## src/rtl/rx_pkg.sv

```systemverilog
// Shared constants and the sample vote for the UART receive oversampler.
package rx_pkg;
   localparam int NSAMP_3      = 3;
   localparam int NSAMP_5      = 5;
   localparam int MAX_PRESCALE = 32;
   localparam logic LINE_IDLE  = 1'b1;

   typedef struct packed {
      logic noise;
      logic bit_val;
   } vote_t;

   // 3-sample mode votes on the centre three entries s[3:1].
   function automatic vote_t vote_samples(input logic [NSAMP_5-1:0] s, input logic five);
      vote_t v;
      logic [2:0] ones;
      if (five) begin
         ones      = 3'(s[0]) + 3'(s[1]) + 3'(s[2]) + 3'(s[3]) + 3'(s[4]);
         v.bit_val = (ones >= 3'((NSAMP_5 + 1) / 2));
         v.noise   = (s != '1) && (s != '0);
      end else begin
         ones      = 3'(s[1]) + 3'(s[2]) + 3'(s[3]);
         v.bit_val = (ones >= 3'((NSAMP_3 + 1) / 2));
         v.noise   = (s[3:1] != 3'b111) && (s[3:1] != 3'b000);
      end
      return v;
   endfunction
endpackage

```

## src/rtl/rx_sync.sv

```systemverilog
// Input synchroniser chain; resets to the idle line level so reset never looks like a start bit.
module rx_sync
   import rx_pkg::*;
#(
   parameter int STAGES = 2
) (
   input  logic CLK,
   input  logic RST,
   input  logic d,
   output logic q
);

   generate
      if (STAGES == 0) begin : g_bypass
         assign q = d;
      end else begin : g_chain
         logic [STAGES-1:0] ff;

         always_ff @(posedge CLK or negedge RST) begin
            if (!RST) begin
               ff <= {STAGES{LINE_IDLE}};
            end else begin
               ff[0] <= d;
               for (int i = 1; i < STAGES; i++) ff[i] <= ff[i-1];
            end
         end

         assign q = ff[STAGES-1];
      end
   endgenerate

endmodule

```

## src/rtl/rx_oversampler.sv

```systemverilog
// UART bit recovery: per-bit edge counter, 3/5 mid-bit samples, registered majority vote.
module rx_oversampler
   import rx_pkg::*;
#(
   parameter int SYNC_STAGES = 2,
   parameter int PRESCALE_W  = 6
) (
   input  logic                  CLK,
   input  logic                  RST,
   input  logic                  RX_IN,
   input  logic [PRESCALE_W-1:0] PRESCALE,
   input  logic                  SAMPLE_EN,
   input  logic                  FIVE_SAMPLE,
   output logic [PRESCALE_W-1:0] EDGE_CNT,
   output logic                  BIT_VALID,
   output logic                  S_BIT,
   output logic                  NOISE
);

   logic                  rx_s;
   logic [PRESCALE_W-1:0] last_edge;
   logic [PRESCALE_W-1:0] mid;
   logic [NSAMP_5-1:0]    samp;
   logic [NSAMP_5-1:0]    samp_next;
   logic                  five_mode;
   logic                  bit_done;
   vote_t                 vote;

   rx_sync #(.STAGES(SYNC_STAGES)) u_sync (
      .CLK (CLK),
      .RST (RST),
      .d   (RX_IN),
      .q   (rx_s)
   );

   assign last_edge = PRESCALE - PRESCALE_W'(1);
   assign mid       = PRESCALE >> 1;
   assign five_mode = FIVE_SAMPLE && (PRESCALE != PRESCALE_W'(4));
   assign bit_done  = SAMPLE_EN && (EDGE_CNT == last_edge);

   always_ff @(posedge CLK or negedge RST) begin
      if (!RST)                EDGE_CNT <= '0;
      else if (!SAMPLE_EN)     EDGE_CNT <= '0;
      else if (bit_done)       EDGE_CNT <= '0;
      else                     EDGE_CNT <= EDGE_CNT + PRESCALE_W'(1);
   end

   // Sample i sits at mid-2+i. At PRESCALE=4 the last point coincides with the
   // completion edge, so the vote looks at the post-capture vector.
   always_comb begin
      samp_next = samp;
      if (SAMPLE_EN) begin
         for (int i = 0; i < NSAMP_5; i++) begin
            if (EDGE_CNT == mid + PRESCALE_W'(i) - PRESCALE_W'(2)) samp_next[i] = rx_s;
         end
      end
   end

   assign vote = vote_samples(samp_next, five_mode);

   always_ff @(posedge CLK or negedge RST) begin
      if (!RST) samp <= {NSAMP_5{LINE_IDLE}};
      else      samp <= samp_next;
   end

   always_ff @(posedge CLK or negedge RST) begin
      if (!RST) begin
         BIT_VALID <= 1'b0;
         S_BIT     <= LINE_IDLE;
         NOISE     <= 1'b0;
      end else begin
         BIT_VALID <= bit_done;
         if (bit_done) begin
            S_BIT <= vote.bit_val;
            NOISE <= vote.noise;
         end
      end
   end

endmodule
```

## config.mk

```make
export PLATFORM = sky130hd
export DESIGN_NAME = rx_oversampler
export DESIGN_NICKNAME = d
export VERILOG_FILES = /design/src/rtl/rx_pkg.sv /design/src/rtl/rx_sync.sv /design/src/rtl/rx_oversampler.sv
export SDC_FILE = /design/constraint.sdc
export NUM_CORES = 1
export LEC_CHECK = 0
export ABC_AREA = 1
export CORE_MARGIN = 2
export CORE_UTILIZATION = 51
export CTS_CLUSTER_SIZE = 24
export DETAILED_ROUTE_END_ITERATION = 10
export PLACE_DENSITY = 0.79
export SLEW_MARGIN = 20
export SYNTH_ARGS = -nofsm -noshare
export SYNTH_HDL_FRONTEND = slang
export SYNTH_HIERARCHICAL = 1
export SYNTH_SLANG_ARGS = --single-unit
```

## constraint.sdc

```tcl
create_clock -name CLK -period 3.25 [get_ports CLK]
set_clock_uncertainty 0.15 [all_clocks]
set_input_delay 0.65 -clock CLK [delete_from_list [all_inputs] [get_ports CLK]]
set_output_delay 0.65 -clock CLK [all_outputs]
set_load 0.03 [all_outputs]
```

=== After elaboration in Yosys (flattened, before gate mapping) ===
Cells that the tools add are included.

* Register bits: 16
* Input bits: 11
* Output and inout port bits: 9
* Logic and storage cells: 49

* Add/sub/neg operators: 17
* Magnitude comparators: 2
* Equality and inequality tests: 9
* Mux-type cells: 9
* Reduce and logical (&&, ||, !) cells: 6

{| class="wikitable"
|+ Operators by type and width
! cell !! number
|-
| == test 6 bit || 6
|-
| subtractor 6 x 2 -> 6 bit (second input constant) || 4
|-
| adder 5 x 2 -> 6 bit (second input constant) || 2
|-
| 2-to-1 mux 6 bit || 2
|-
| adder 2 x 1 -> 3 bit || 2
|-
| adder 3 x 1 -> 3 bit || 2
|-
| adder 5 x 1 -> 6 bit (second input constant) || 1
|-
| adder 5 x 3 -> 6 bit (second input constant) || 1
|-
| adder 6 x 1 -> 6 bit (second input constant) || 1
|-
| greater-or-equal comparator 3 x 2 -> 1 bit (second input constant) || 2
|-
| != test 6 x 3 -> 1 bit (second input constant) || 1
|-
| subtractor 5 x 2 -> 6 bit (second input constant) || 1
|-
| subtractor 6 x 1 -> 6 bit (second input constant) || 1
|-
| 2-to-1 mux 1 bit || 5
|-
| 2-to-1 mux 5 bit || 1
|-
| != test 5 bit (second input constant) || 1
|-
| nonzero test 5 bit || 1
|-
| adder 1 x 1 -> 2 bit || 2
|-
| logical AND 1 bit || 4
|-
| != test 3 bit (second input constant) || 1
|-
| nonzero test 3 bit || 1
|-
| 2-to-1 mux 2 bit || 1
|}

=== Logic depth before layout (Yosys ltp) ===
* Word-level depth: 11
* Depth in mapped cells: 21

=== Cells and area by module ===
Netlist, hierarchy kept.

{| class="wikitable"
|+ By module, submodules not included
! module !! instances !! cells an instance !! area each (um2) !! sequential area each (um2)
|-
| rx_oversampler || 1 || 246 || 1636.6 || 357.8
|-
| rx_sync || 1 || 2 || 52.6 || 52.6
|}

=== Worst setup path after synthesis ===
OpenSTA, ideal clock, no wires.

* Path kind: input to register
* Start point: in PRESCALE[3]
* End point: reg S_BIT
* Library setup time: 0.082 ns
* Arrival: 3.337 ns
* Data required time: 3.018 ns
* Slack: -0.319 ns
* Stages on the path: 19
* Buffers on the path: 1
* Cells stage by stage: buf_6 inv_2 ha_1 inv_1 nand2_1 nand2_1 nand3_1 a21oi_1 nand3_1 mux2i_1 inv_1 fa_1 inv_1 fa_1 inv_1 ha_1 nor3b_1 nor3_1 o21ai_1

* Elaborated cells on any way between the ends: 34

{| class="wikitable"
|+ RTL lines
! what !! line !! RTL
|-
| start: declaration || rx_oversampler.sv:11 || <nowiki>input logic [PRESCALE_W-1:0] PRESCALE,</nowiki>
|-
| subtractor 5 x 2 -> 6 bit || rx_oversampler.sv:54 || <nowiki>if (EDGE_CNT == mid + PRESCALE_W'(i) - PRESCALE_W'(2)) samp_next[i] = rx_s;</nowiki>
|-
| == test 6 bit || rx_oversampler.sv:54 ||
|-
| 2-to-1 mux 1 bit || rx_oversampler.sv:54 ||
|-
| 2-to-1 mux 5 bit || rx_oversampler.sv:52 || <nowiki>if (SAMPLE_EN) begin</nowiki>
|-
| via samp_next[0] || rx_oversampler.sv:24 || <nowiki>logic [NSAMP_5-1:0] samp_next;</nowiki>
|-
| adder 1 x 1 -> 2 bit || rx_pkg.sv:18 || <nowiki>ones = 3'(s[0]) + 3'(s[1]) + 3'(s[2]) + 3'(s[3]) + 3'(s[4]);</nowiki>
|-
| adder 2 x 1 -> 3 bit || rx_pkg.sv:18 ||
|-
| adder 3 x 1 -> 3 bit (2 in a row) || rx_pkg.sv:18 ||
|-
| greater-or-equal comparator 3 x 2 -> 1 bit || rx_pkg.sv:19 || <nowiki>v.bit_val = (ones >= 3'((NSAMP_5 + 1) / 2));</nowiki>
|-
| 2-to-1 mux 2 bit || rx_pkg.sv:17 || <nowiki>if (five) begin</nowiki>
|-
| end signal: assignment || rx_oversampler.sv:74 || <nowiki>S_BIT <= vote.bit_val;</nowiki>
|-
| end: declaration || rx_oversampler.sv:16 || <nowiki>output logic S_BIT,</nowiki>
|}

The timed path passes the listed nets, and every way through them passes these cells.
A chain may end at the register's enable or synchronous reset.

=== Worst setup path after layout ===
* Start point: in PRESCALE[2]
* End point: reg S_BIT

* Longest elaborated chain between the ends: 11
* Elaborated cells on any way between the ends: 34

{| class="wikitable"
|+ Ends and longest elaborated chain
! what !! line
|-
| adder 5 x 1 -> 6 bit * || rx_oversampler.sv:54
|-
| subtractor 6 x 2 -> 6 bit * || rx_oversampler.sv:54
|-
| == test 6 bit * || rx_oversampler.sv:54
|-
| 2-to-1 mux 1 bit * || rx_oversampler.sv:54
|-
| 2-to-1 mux 5 bit * || rx_oversampler.sv:52
|-
| via samp_next[1] || rx_oversampler.sv:24
|-
| adder 1 x 1 -> 2 bit || rx_pkg.sv:18
|-
| adder 2 x 1 -> 3 bit || rx_pkg.sv:18
|-
| adder 3 x 1 -> 3 bit (2 in a row) || rx_pkg.sv:18
|-
| greater-or-equal comparator 3 x 2 -> 1 bit || rx_pkg.sv:19
|-
| 2-to-1 mux 2 bit * || rx_pkg.sv:17
|}

Mark *: on every way through the listed nets, which the timed path passes. The rest lies on a longest branch.

==> results list <==
* CP dominant cell by count: sky130_fd_sc_hd__inv_2
* Die outline width: 61.6 µm
* Leakage component of the power: 1.23 nW
- Slowest cell on the critical path: sky130_fd_sc_hd__fa_1
* Clk slew on worst S/H paths: 100 ps
- The critical path in this run is classified as input pin to flop.
- CTS saw 16 sinks.
- Mean area per synthesized cell: 6.81 µm²
- Count of non-filler cells in the finished layout: 360
- Largest stage delay on the critical path: 530 ps
* Final hold slack: 211 ps
* Synth Cell Area: 1690 µm²
- Data on the critical path is required at its endpoint by 3320 ps.
* Post-route setup slack: -144 ps
- Number of buffers on the longest clock path: 2
- The detailed router placed 1,859 vias in this run.
- The critical path starts at PRESCALE[2].
- Min Clock Period, post-route: 3390 ps
* Power density of the placed cells: 451 nW/µm²
* Total of warnings raised by yosys: 6
- The initial utilization of the core area, before any placement, comes to 54.4%.
- Sequential cells were found to cover 24.3% of the synthesized design area.
* Final estimated routing congestion in global placement: 0.978
* Grt ovf: 0
* Routed wire per std cell: 13.9 µm
* Number of antenna violations at the first check in global routing: 0
* Count of final setup violators: 1
* Global-route wire length before repair: 7.47 mm
* HP Class: flop to flop
- Worst slew pin tran: 734 ps
- The number of global-route vias before repair was 1,688.
- Seq. cell area: 410 µm²
* Worst setup path end: S_BIT
- Count of routing violations after the opening detailed-route iteration: 91
- Via-to-Cell Ratio: 5.16
- Outcome: complete, but fails checks
- During I/O placement, the number of pins put on the boundary was 20.
- TritonCTS built the clock tree.
* Number of flip-flops and latches in the synthesized netlist: 16
- The tool flagged a number of max-cap violations equal to 0.
- Final Max Slew Viols: 0
- Count of unresolved DRC violations after routing: 0
- Endpoint of the worst register-to-register path: S_BIT
* Overall power after layout: 0.00109 W
- Ratio of cells with drive above 1 in the final layout: 39.2%
- The area growth from synthesis to layout is 43.3%.
* Die boundary height: 61.6 µm
* Fmax: 0.295 GHz
- Kind of start point of the critical path: input pin
- IR drop worst, VDD: 0.505 mV
- For this run, the total global-route usage over all layers was measured as 26.7%.
- Antenna-violating nets left: 0
- Wire length after detailed routing: 5.02 mm
* Total nets after synthesis: 276
- Along the worst path, the maximum fanout reaches 5.
- Data on the critical path arrives at its endpoint at 3460 ps.
- Cts bufs inserted: 3
- Fill cells in the final layout number 230.
- Root buffer selected by CTS: sky130_fd_sc_hd__clkbuf_4
* Diode count: 0
* Cells along the critical path: buf_6 > inv_8 > ha_2 > nand2_2 > buf_4 > o21ai_1 > nand2_1 > nand3_1 > nand2_1 > nand2_2 > inv_2 > fa_1 > inv_2 > fa_2 > inv_2 > ha_4 > nor3b_2 > nor3_1 > o21ai_1
- The clock reaches the later pin of the worst-skew pair after 280 ps.
- Including well taps, the total number of placed cells is 344.
- Normalized max-slew margin: 50.9%
* Reg2reg setup slack: 30 ps
- In this run the tool buffered the top-level ports with 19 buffer cells.
- Number of core rows: 20
- The HPWL after detailed placement is 3.43 mm.
* Distinct cell type count after synthesis: 29
- Summing all multi-input logic gate instances after layout gives 1170 µm².
- The first detailed-routing pass ran for 5 iterations.
- The final critical path takes up 104% of the cycle.
* Violated checks: setup timing
- Type of destination of the critical path: flop
- Synthesis produced a netlist whose cell count is 248.
- Final hold violation count: 0
- At the end of the flow, the number of nets in the layout was 345.
* Total number of H-tree levels: 1
- Die area: 3790 µm²
- Minimum setup slack after placement: -755 ps
- For the worst flop-to-flop path, the logic depth is 15.
- Maximum number of pins on one net before global-route repair: 17
- Measured on the finished design, the core utilization comes to 78.0%.
* Placeable core region: 3100 µm²
- Setup repair after global routing could not meet its margin everywhere.
- Worst reg2reg path startpoint: EDGE_CNT[4]
-- power breakdown --
| group | total (W) | switching (W) | internal (W) | leakage, nW |
|---|---|---|---|---|
| Sequential | 0.000271 | 0.0000175 | 0.000253 | 0.193 |
| Clock | 0.000112 | 0.0000642 | 0.0000476 | 0.0150 |
| Combinational | 0.000708 | 0.000360 | 0.000348 | 1.02 |
-- cell usage in the layout (no fill, tap or decap), types with 4 or more instances in the layout --
master / instances
sky130_fd_sc_hd__dfstp_2: 8
sky130_fd_sc_hd__nand3_1: 22
sky130_fd_sc_hd__clkdlybuf4s50_1: 13
sky130_fd_sc_hd__xnor2_1: 8
sky130_fd_sc_hd__nor2_2: 7
sky130_fd_sc_hd__dfrtp_1: 8
sky130_fd_sc_hd__xor2_1: 6
sky130_fd_sc_hd__inv_2: 14
sky130_fd_sc_hd__buf_6: 4
sky130_fd_sc_hd__nor2_1: 10
sky130_fd_sc_hd__buf_4: 49
sky130_fd_sc_hd__nand2_1: 71
sky130_fd_sc_hd__ha_4: 4
sky130_fd_sc_hd__a21oi_1: 5
sky130_fd_sc_hd__nand2_2: 16
sky130_fd_sc_hd__ha_1: 8
sky130_fd_sc_hd__nand4_1: 5
sky130_fd_sc_hd__inv_1: 26
-- cell type report --
class / count / share of cell area, %
Tap cell: 44 / 2.28
Inverter: 42 / 7.03
Multi-Input combinational cell: 184 / 48.6
Clock buffer: 4 / 1.09
Sequential cell: 16 / 17.0
Timing Repair Buffer: 70 / 24.1
-- cell usage after synthesis, drive strengths merged --
| cell type | number | area [µm²] |
|---|---|---|
| nand2 | 88 | 360 |
| inv | 42 | 158 |
| nand3 | 24 | 125 |
| nor2 | 19 | 96.3 |
| ha | 15 | 188 |
| a21oi | 8 | 47.6 |
| dfrtp | 8 | 200 |
| dfstp | 8 | 210 |
| xnor2 | 8 | 70.1 |
| buf | 6 | 45.0 |
| xor2 | 6 | 52.6 |
| nand4 | 5 | 31.3 |
| o21ai | 3 | 15.0 |
| fa | 2 | 40.0 |
| nor3b | 2 | 15.0 |
| mux2i | 1 | 10.0 |
| nor3 | 1 | 5.00 |
| nor4 | 1 | 12.5 |
| o21a | 1 | 7.51 |
-- layer usage --
metal	GRT usage [%]	wire [µm]	up-vias
met5	0	0	-
met4	7.90	162	0
met3	3.78	407	24
met2	43.3	2350	84
met1	37.0	2090	854
li1	-	-	897
-- cells by family after synthesis --
| kind of cell | Yosys count | synth area share (%) |
|---|---|---|
| simple gates | 140 | 38.2 |
| buf+inv | 48 | 12.0 |
| fa+ha+maj | 17 | 13.5 |
| flops | 16 | 24.3 |
| xor+xnor | 14 | 7.26 |
| compound gates | 12 | 4.15 |
| mux | 1 | 0.593 |
-- registers in the layout, indices dropped and copies added, names as in the netlist --
register	count
S_BIT	1
BIT_VALID	1
NOISE	1
EDGE_CNT	6
samp	5
u_sync/g_chain.ff	2
-- worst max-delay path: cells and delay by family --
| kind | cells | cell delay [ps] |
|---|---|---|
| fa+ha+maj | 4 | 1300 |
| compound gates | 2 | 280 |
| simple gates | 7 | 740 |
| buf+inv | 6 | 490 |
-- timing repair --
item | CTS | global route
setup endpoints to repair | 1 | 2
buffers inserted | 11 | 1
hold buffers | 0 | 0
pin swaps | 13 | 13
gates resized for setup | 45 | 13
-- worst min-delay path by stage --
| stage | startpoint | end | slack (ps) | cells past startpoint |
|---|---|---|---|---|
| 6_report | u_sync/g_chain.ff[0] | u_sync/g_chain.ff[1] | 210 | 0 |
| 5_1_grt | u_sync/g_chain.ff[0] | u_sync/g_chain.ff[1] | 220 | 0 |
| 4_1_cts | u_sync/g_chain.ff[0] | u_sync/g_chain.ff[1] | 210 | 0 |
| 3_5_place_dp | u_sync/g_chain.ff[0] | u_sync/g_chain.ff[1] | 200 | 0 |
| 3_3_place_gp | u_sync/g_chain.ff[0] | u_sync/g_chain.ff[1] | 200 | 0 |
| 2_1_floorplan | RST | BIT_VALID | 200 | 0 |
-- stage by stage --
step	setup TNS (ps)	instance area (µm²)
2_1_floorplan	-117	1710
4_1_cts	-81.8	2380
3_3_place_gp	-685	2200
5_1_grt	-300	2420
6_report	-144	2420
3_5_place_dp	-755	2200
No activity file was read; power rests on OpenSTA's default activity.
